$ cat src/rtl/r88_mem_arb.sv
// r88_mem_arb - two-port (CPU / DMA) round-robin arbiter for a single
// asynchronous-style memory bus with optional wait states.
//
// Ports
//   sysClock, sysReset             clock, async active-high reset
//   cpuReq/We/Addr/WData           CPU request side
//   cpuAck, cpuRData               CPU one-cycle completion pulse, read data
//   dmaReq/We/Addr/WData           DMA request side
//   dmaAck, dmaRData               DMA completion pulse, read data
//   memA, memDOut, memDIn          memory address, write data, read data
//   readMem, writeMem              memory strobes, held for the whole access
//   busOwner                       0 = CPU, 1 = DMA
//   waitStates                     extra access cycles (used only with the macro)
//
// Build option
//   R88_MEM_ARB_WAIT_EN  when defined, each access lasts 1 + waitStates cycles
//                        (sampled at grant); otherwise every access is 1 cycle
//                        and waitStates is ignored.
//
// State table
//   state     | meaning
//   ST_IDLE   | bus free, sampling requests
//   ST_ACCESS | strobe asserted towards memory, wait counter running
//   ST_DONE   | Ack has been pulsed, one recovery cycle before next grant

module r88_mem_arb (
    input  logic        sysClock,
    input  logic        sysReset,

    input  logic        cpuReq,
    input  logic        cpuWe,
    input  logic [15:0] cpuAddr,
    input  logic [7:0]  cpuWData,
    output logic        cpuAck,
    output logic [7:0]  cpuRData,

    input  logic        dmaReq,
    input  logic        dmaWe,
    input  logic [15:0] dmaAddr,
    input  logic [7:0]  dmaWData,
    output logic        dmaAck,
    output logic [7:0]  dmaRData,

    output logic [15:0] memA,
    output logic [7:0]  memDOut,
    input  logic [7:0]  memDIn,
    output logic        readMem,
    output logic        writeMem,

    output logic        busOwner,
    input  logic [1:0]  waitStates
);

    localparam logic [1:0] ST_IDLE   = 2'd0;
    localparam logic [1:0] ST_ACCESS = 2'd1;
    localparam logic [1:0] ST_DONE   = 2'd2;

    logic [1:0]  state;
    logic        last_grant;     // 0 = CPU, 1 = DMA
    logic        any_req;
    logic        pick_dma;
    logic        sel_we;
    logic [15:0] sel_addr;
    logic [7:0]  sel_wdata;
    logic        access_last;

    // DMA wins only if it is alone, or on a tie when the CPU was granted last.
    always_comb begin
        any_req   = cpuReq | dmaReq;
        pick_dma  = dmaReq & (~cpuReq | ~last_grant);
        sel_we    = pick_dma ? dmaWe    : cpuWe;
        sel_addr  = pick_dma ? dmaAddr  : cpuAddr;
        sel_wdata = pick_dma ? dmaWData : cpuWData;
    end

`ifdef R88_MEM_ARB_WAIT_EN
    logic [1:0] wait_cnt;

    always_ff @(posedge sysClock or posedge sysReset) begin
        if (sysReset) begin
            wait_cnt <= 2'd0;
        end else if (state == ST_IDLE && any_req) begin
            wait_cnt <= waitStates;
        end else if (state == ST_ACCESS && wait_cnt != 2'd0) begin
            wait_cnt <= wait_cnt - 2'd1;
        end
    end

    assign access_last = (wait_cnt == 2'd0);
`else
    logic unused_wait;
    assign unused_wait = ^waitStates;
    assign access_last = 1'b1;
`endif

    always_ff @(posedge sysClock or posedge sysReset) begin
        if (sysReset) begin
            state      <= ST_IDLE;
            last_grant <= 1'b1;
            memA       <= 16'h0000;
            memDOut    <= 8'h00;
            readMem    <= 1'b0;
            writeMem   <= 1'b0;
            busOwner   <= 1'b0;
            cpuAck     <= 1'b0;
            dmaAck     <= 1'b0;
            cpuRData   <= 8'h00;
            dmaRData   <= 8'h00;
        end else begin
            // Acks are single-cycle pulses unless re-asserted below.
            cpuAck <= 1'b0;
            dmaAck <= 1'b0;
            case (state)
                ST_IDLE: begin
                    if (any_req) begin
                        memA       <= sel_addr;
                        memDOut    <= sel_wdata;
                        busOwner   <= pick_dma;
                        last_grant <= pick_dma;
                        readMem    <= ~sel_we;
                        writeMem   <= sel_we;
                        state      <= ST_ACCESS;
                    end
                end
                ST_ACCESS: begin
                    if (access_last) begin
                        readMem  <= 1'b0;
                        writeMem <= 1'b0;
                        if (readMem) begin
                            if (busOwner) dmaRData <= memDIn;
                            else          cpuRData <= memDIn;
                        end
                        if (busOwner) dmaAck <= 1'b1;
                        else          cpuAck <= 1'b1;
                        state <= ST_DONE;
                    end
                end
                ST_DONE: begin
                    state <= ST_IDLE;
                end
                default: begin
                    state <= ST_IDLE;
                end
            endcase
        end
    end

endmodule

$ cat config.mk
export PLATFORM = sky130hd
export DESIGN_NAME = r88_mem_arb
export DESIGN_NICKNAME = d
export VERILOG_FILES = /design/src/rtl/r88_mem_arb.sv
export SDC_FILE = /design/constraint.sdc
export NUM_CORES = 1
export LEC_CHECK = 0
export BUFFER_PORTS_ARGS = -buffer_cell sky130_fd_sc_hd__buf_4
export CAP_MARGIN = 5
export CORE_MARGIN = 1
export CORE_UTILIZATION = 35
export DETAILED_ROUTE_END_ITERATION = 6
export PLACE_DENSITY = 0.67
export SYNTH_ARGS = -nofsm -noshare
export SYNTH_HDL_FRONTEND = slang
export SYNTH_SLANG_ARGS = --single-unit
$ cat constraint.sdc
create_clock -name sysClock -period 5 [get_ports sysClock]
set_clock_uncertainty 0.1 [all_clocks]
set_input_delay 0.75 -clock sysClock [delete_from_list [all_inputs] [get_ports sysClock]]
set_output_delay 0.75 -clock sysClock [all_outputs]
set_load 0.02 [all_outputs]
**Yosys cells after proc, flatten, opt, wreduce, memory -nomap -nowiden**

Index checks and enable logic that the tools add are counted.

- Register bits after elaboration: 48
- Input bits: 64
- Output and inout bits: 45
- Word-level logic and storage cells: 39

- Equality and inequality tests: 2
- Mux-type cells: 13
- Bitwise logic cells: 7
- Reductions and logical operators: 6

Operators by type and width:

| operator | number |
|---|---|
| two-way mux 16 bit | 1 |
| two-way mux 8 bit | 1 |
| two-way mux 1 bit | 7 |
| AND reduction 3 bit | 2 |
| inverter 1 bit | 4 |
| one-hot mux 1 bit (2 select lines) | 2 |
| one-hot mux 2 bit (2 select lines) | 1 |
| AND reduction 2 bit | 2 |
| equality test 2 x 1 -> 1 bit, second input constant | 1 |
| logical NOT 2 bit | 1 |
| two-way mux 2 bit | 1 |
| != test 2 bit, second input constant | 1 |
| OR 1 bit | 2 |
| nonzero test 2 bit | 1 |
| AND 1 bit | 1 |

**Depth between registers and ports, before layout**

Gate-level depths: netlist of run 1.

- Depth in word-level cells: 7
- Gate-level depth with buffers: 5
- Mapped depth without buffers: 4

**Worst setup path before layout of run 1**

No wires, ideal clock.

- Kind: in2reg
- Start point: in dmaReq
- End point: reg memA[0]
- Setup time: 0.125 ns
- Arrival: 1.747 ns
- Data required time: 4.775 ns
- Setup slack: 3.028 ns
- Stages on the path: 5
- Path buffers: 2
- Cell sequence: a21bo_1 buf_6 buf_12 mux2_4 mux2_4

- Cells in the longest elaborated chain, start to end: 2
- Elaborated cells between the ends (all ways): 4
- Those cells by class: mux (1); bitwise (2); reduce/logical (1)

RTL lines:

| item | RTL line | text |
|---|---|---|
| start: declaration | 37 | `input logic dmaReq,` |
| AND 1 bit or OR 1 bit (tied branches) | 70, 69 |  |
| two-way mux 16 bit or AND reduction 2 bit (tied branches) | -- |  |
| end signal: assignment | 116 | `memA <= sel_addr;` |
| end: declaration | 44 | `output logic [15:0] memA,` |

Parallel ways exist; a longest one is shown, timed or not.
A chain may end at the register's enable or synchronous reset.

**Worst setup path after layout of run 1**

- Start point: in dmaReq
- End point: reg memA[5]

Same word-level chain as after synthesis.

==> run_results.csv, run 1 <==
group,metric,value,unit
critical_path,critPathLaunchType,"input pin",
sta,timing.slew.headroom,34.5,%
cells_and_area,nets,311,
cells_and_area,stdcell_count,322,
placement,routabilityCongestion,0.657,
clock_network,clock_latency,0.30,ns
clock_network,cts_hold_buf,0,
synth,ys_types,18,
routing,drtPass1Iterations,4,
routing,ant_nets,0,
grt,grt_pass1_vias,1556,
worst_hold_path,worstHoldPathType,"reg -> reg",
routing,drtIter0Drc,39,
floorplanning,io_pins,109,
critical_path,end_kind,"flip-flop",
critical_path,critPathMaxFanout,18,
sta,drv_slew,0,
routing,wl_per_cell,14.2,µm
critical_path,rr_worst_depth,4,
floorplanning,rows,28,
sta,period_minus_slack,2.20,ns
cells_and_area,drive_above_1_share,74.5,%
synth,postSynthRegisterBits,48,
placement,dp_hpwl,3370,µm
routing,via_count,1512,
grt,grt.total_usage,14.3,%
clock_network,htree_levels,2,
power,leakagePower,0.00161,µW
grt,grt_max_degree,49,
synth,yosys-top-cells-area,"dfrtp_1 52%, mux2_4 23%, mux2_2 16%",
power,vdd_drop_max,254,µV
synth,synthCells,138,
clock_network,path_clk_slew,0.08,ns
critical_path,path_class,"in -> reg",
cells_and_area,nFillCells,554,
floorplanning,die_h,82.1,µm
floorplanning,start_util,37.0,%
synth,yosys_warnings,0,
grt,grt_pass1_wl,7160,µm
cells_and_area,antenna_cells,0,
power,p_per_area,617,mW/mm²
synth,synthTopCellsByCount,"47 x dfrtp_1, 34 x mux2_4, 31 x mux2_2, 4 x inv_1, 4 x mux2i_1",
routing,via_per_inst,4.70,
sta,setup_viol,0,
sta,max_freq,454,MHz
floorplanning,die_w,82.1,µm
critical_path,crit_arrival,2.28,ns
sta,hold_violations,0,
clock_network,numCtsBuffers,5,
clock_network,cts_tree,"yes",
synth,syn_area_per_cell,16.3,µm²
floorplanning,die-area,0.00674,mm²
worst_hold_path,holdPathStages,2,
placement,post-place-ws,2.47,ns
job,maxCapViolations,0,
sta,fin_tns_setup,0,ns
grt,grt_overflow,0,
synth,yosysMostFrequentCell,"dfrtp_1",
sta,worst-slew-pin-transition,0.981,ns
routing,drc_errors,0,
grt,antenna_found_initial,0,
synth,synthesis.area,0.00224,mm²
floorplanning,core_area,0.00606,mm²
critical_path,required,5.08,ns
sta,setup_slack,2.80,ns
synth,yosys_most_used_dff,"dfrtp_1",
placement,place_inst,315,
synth,seq_area_frac_synth,53.6,%
synth,async_flop_share,100,%
placement,port_buffers,106,
clock_network,root_buffer,"clkbuf_8",
clock_network,cts_buffer_depth,2,
synth,synth-edff-count,0,
cells_and_area,syn_to_final_growth,41.6,%
synth,synth_top_area_share,52.4,%
run_status,status,"finished, final reports clean",
synth,synth_fp_nets,202,
clock_network,cts_sinks,48,
sta,rsz0062_at_grt,"no",
synth,yosys.area.top_type,"dfrtp_1",
routing,wl,4560,µm
clock_network,cts.repair.resized,0,
sta,fin_crit_sh,44.1,%
clock_network,post_cts.repair.setup_buffers,0,
layout make-up:
type | instances | area [µm²] | share of cell area [%]
Clock buffer | 6 | 82.6 | 2.60
Multi-Input combinational cell | 79 | 958 | 30.1
Inverter | 4 | 15.0 | 0.472
Tap cell | 75 | 93.8 | 2.95
Clock inverter | 1 | 8.76 | 0.275
Sequential cell | 48 | 1200 | 37.8
Timing Repair Buffer | 109 | 818 | 25.7
per-layer routing:
metal	GRT usage, %	vias up	share of wire [%]
met2	25.7	56	53
met3	2.89	6	6.2
met1	16.1	751	39
met5	0	-	0
met4	6.32	0	2.0
li1	-	699	-
report_power, final:
part | leakage, µW | switching [µW] | internal, µW
sequential | 0.000569 | 104 | 587
combinational | 0.000999 | 483 | 555
clock | 0.0000473 | 123 | 110
cells in the final DEF, fill, tap and decap left out:
cell type / n
clkbuf_8: 6
nor2_1: 3
mux2i_1: 4
buf_4: 109
and3_1: 1
nand2_1: 1
mux2_2: 31
nand3_1: 1
nand2b_1: 1
a21bo_1: 1
clkinv_4: 1
nor3_2: 1
inv_1: 3
dfstp_2: 1
inv_2: 1
mux2_4: 34
dfrtp_1: 47
and2_1: 1
worst paths after layout:
path	from	endpoint	slack [ns]
min reg2reg	last_grant	last_grant	0.38
min in group asynchronous	sysReset	dmaRData[2]	0.58
max reg2reg	last_grant	memA[5]	2.89
max	dmaReq	memA[5]	2.80
min	last_grant	last_grant	0.38
max in group asynchronous	sysReset	memA[14]	3.60
through the flow:
stage | utilization (%) | hold slack [ns] | cell area (µm²) | total power, µW
after floorplan | - | 0.345 | 2240 | 1350
after global placement | 50.9 | 0.357 | 3090 | 1730
after detailed placement | 50.9 | 0.369 | 3090 | 1750
after CTS | 52.5 | 0.384 | 3180 | 1990
after global routing | 52.5 | 0.415 | 3180 | 2080
final | 52.5 | 0.380 | 3180 | 1960
sequential cells by signal (all words and copies together) (netlist names), 2 cells and up:
name,flops
cpuRData,8
dmaRData,8
memA,16
memDOut,8
state,2
kinds of logic (layout without fill, tap and decap cells):
group,Yosys count,in the layout,share of synthesized area [%]
buf+inv,11,120,3.96
compound gates,1,1,0.446
flops,48,48,53.6
simple gates,9,9,1.95
mux,69,69,40.1
critical path, cell delays in order:
cell and delay (ns):
buf_4 0.11, a21bo_1 0.42, buf_4 0.40, mux2_4 0.34
mux2_4 0.25
No activity file was read; power rests on OpenSTA's default activity.
==> inputs of run 2 (changes only) <==
- clock period: 5 -> 2.3 ns (I/O delays scaled with it)
==> run_results.csv, run 2 (synthesized netlist as in run 1, its figures left out) <==
group,metric,value,unit
run_status,status,"finished, final reports clean",
clock_network,cts_hold_buf,0,
cells_and_area,stdcell_count,326,
cells_and_area,largest_reg_flops,16,
sta,fin_tns_setup,0,ns
clock_network,cts_sinks,48,
critical_path,r2r_start,"state[1]",
cells_and_area,nets,314,
power,combPwrFrac,51.8,%
critical_path,cp_slowest_stage_delay,0.42,ns
sta,max_freq,573,MHz
cells_and_area,final_common_cell,"buf_4",
routing,ant_nets,0,
clock_network,path_clk_slew,0.09,ns
grt,grt_pass1_vias,1513,
clock_network,cts_buffer_depth,2,
critical_path,worst_path_max_delay_cell,"and3_1",
sta,setup_viol,0,
grt,antenna_found_initial,0,
critical_path,reg2reg_to,"cpuRData[6]",
clock_network,post_cts.repair.setup_buffers,0,
routing,wl_per_cell,14.1,µm
routing,drtPass1Iterations,3,
worst_hold_path,worstHoldPathType,"in -> async",
clock_network,htree_levels,2,
floorplanning,start_util,37.0,%
power,pwr-share-clk,14.0,%
floorplanning,die-area,0.00674,mm²
power,seqPwrFrac,34.2,%
job,maxCapViolations,0,
floorplanning,rows,28,
critical_path,end_kind,"flip-flop",
critical_path,rr_worst_depth,4,
cells_and_area,nFillCells,551,
power,vdd_drop_max,617,µV
placement,routabilityCongestion,0.656,
power,netSwitchingFraction,35.6,%
placement,dp_hpwl,3430,µm
power,p_per_area,1360,mW/mm²
critical_path,critPathLaunchType,"flip-flop",
power,leakagePower,0.00164,µW
floorplanning,io_pins,109,
critical_path,crit_arrival,1.83,ns
grt,grt_pass1_wl,7010,µm
placement,port_buffers,106,
routing,drtIter0Drc,44,
routing,via_count,1487,
grt,grt.total_usage,14.1,%
placement,place_inst,318,
grt,grt_overflow,0,
clock_network,cts_tree,"yes",
cells_and_area,multi_input_area,958,µm²
floorplanning,core_area,0.00606,mm²
cells_and_area,regArea,0.00120,mm²
power,finalPower,4380,µW
routing,via_per_inst,4.56,
grt,grt_max_degree,49,
cells_and_area,syn_to_final_growth,43.7,%
floorplanning,die_h,82.1,µm
sta,setup_slack,0.556,ns
sta,worst-slew-pin-transition,0.602,ns
sta,drv_slew,0,
routing,drc_errors,0,
power,p_switching,1560,µW
routing,wl,4590,µm
sta,hold_violations,0,
sta,period_minus_slack,1.74,ns
clock_network,numCtsBuffers,5,
cells_and_area,final_cell_mix,"112 x buf_4, 47 x dfrtp_1, 34 x mux2_4",
cells_and_area,drive_above_1_share,74.9,%
clock_network,clock_latency,0.30,ns
cells_and_area,top_register,"memA",
clock_network,root_buffer,"clkbuf_8",
sta,fin_crit_sh,75.8,%
power,p_int,2820,µW
cells_and_area,antenna_cells,0,
clock_network,cts.repair.resized,0,
floorplanning,die_w,82.1,µm
critical_path,r2r_setup_slack,0.56,ns
sta,timing.slew.headroom,59.9,%
critical_path,required,2.39,ns
critical_path,path_cells,"nand2b_1, inv_1, and3_1, mux2_2",
critical_path,critPathMaxFanout,8,
critical_path,path_class,"reg -> reg",
sta,rsz0062_at_grt,"no",
placement,post-place-ws,0.550,ns
[run 2: cell count changes in the layout (fill, tap and decap cells not counted), sizes merged]
cell      previous run  this run
bufinv               0         1
inv                  4         5
clkinvlp             0         1
clkbuf               6         5
clkinv               1         0
buf                109       112
[run 2: power by group through the flow]
stage	clock (µW)	combinational, µW	sequential, µW
detailed placement	0	2310	1510
global route	670	2420	1560
CTS	642	2310	1500
finish	615	2270	1500
floorplan	0	939	1990
global placement	0	2280	1500
[run 2: worst max path at each step]
stage	slack (ns)	from	end
CTS	0.52	state[1]	cpuRData[5]
detailed placement	0.55	state[1]	cpuRData[4]
floorplan	0.64	last_grant	memA[0]
finish	0.56	state[1]	cpuRData[6]
global placement	0.56	state[1]	cpuRData[1]
global route	0.39	state[1]	cpuRData[5]
[run 2: area by class of cell]
class                           count  share of cell area [%]
Sequential cell                    48                    37.3
Multi-Input combinational cell     79                    29.7
Timing Repair Buffer              112                    26.1
Tap cell                           75                    2.91
Clock buffer                        5                    2.13
Clock inverter                      3                    1.44
Inverter                            4                   0.465
[run 2: worst max-delay path, delay by kind of cell (launching register included)]
| family | cells | cell delay [ns] |
|---|---|---|
| AND/OR/NAND/NOR | 2 | 0.64 |
| flip-flops | 1 | 0.39 |
| multiplexers | 1 | 0.39 |
| buffers and inverters | 1 | 0.11 |
[run 2: metal layers]
layer / track usage [%] / share of wire [%] / routed length [µm]
met5: 0 / 0 / 0
met4: 6.67 / 2.0 / 92
met3: 3.00 / 6.0 / 275
met2: 25.2 / 53 / 2430
met1: 15.9 / 39 / 1790
[run 2: metrics by stage]
step,hold WS (ns),cell area (µm²),utilization (%)
after floorplan,0.345,2240,-
after global placement,0.355,3110,51.3
after detailed placement,0.359,3110,51.3
after CTS,0.118,3230,53.2
after global routing,0.143,3230,53.2
final,0.0836,3230,53.2
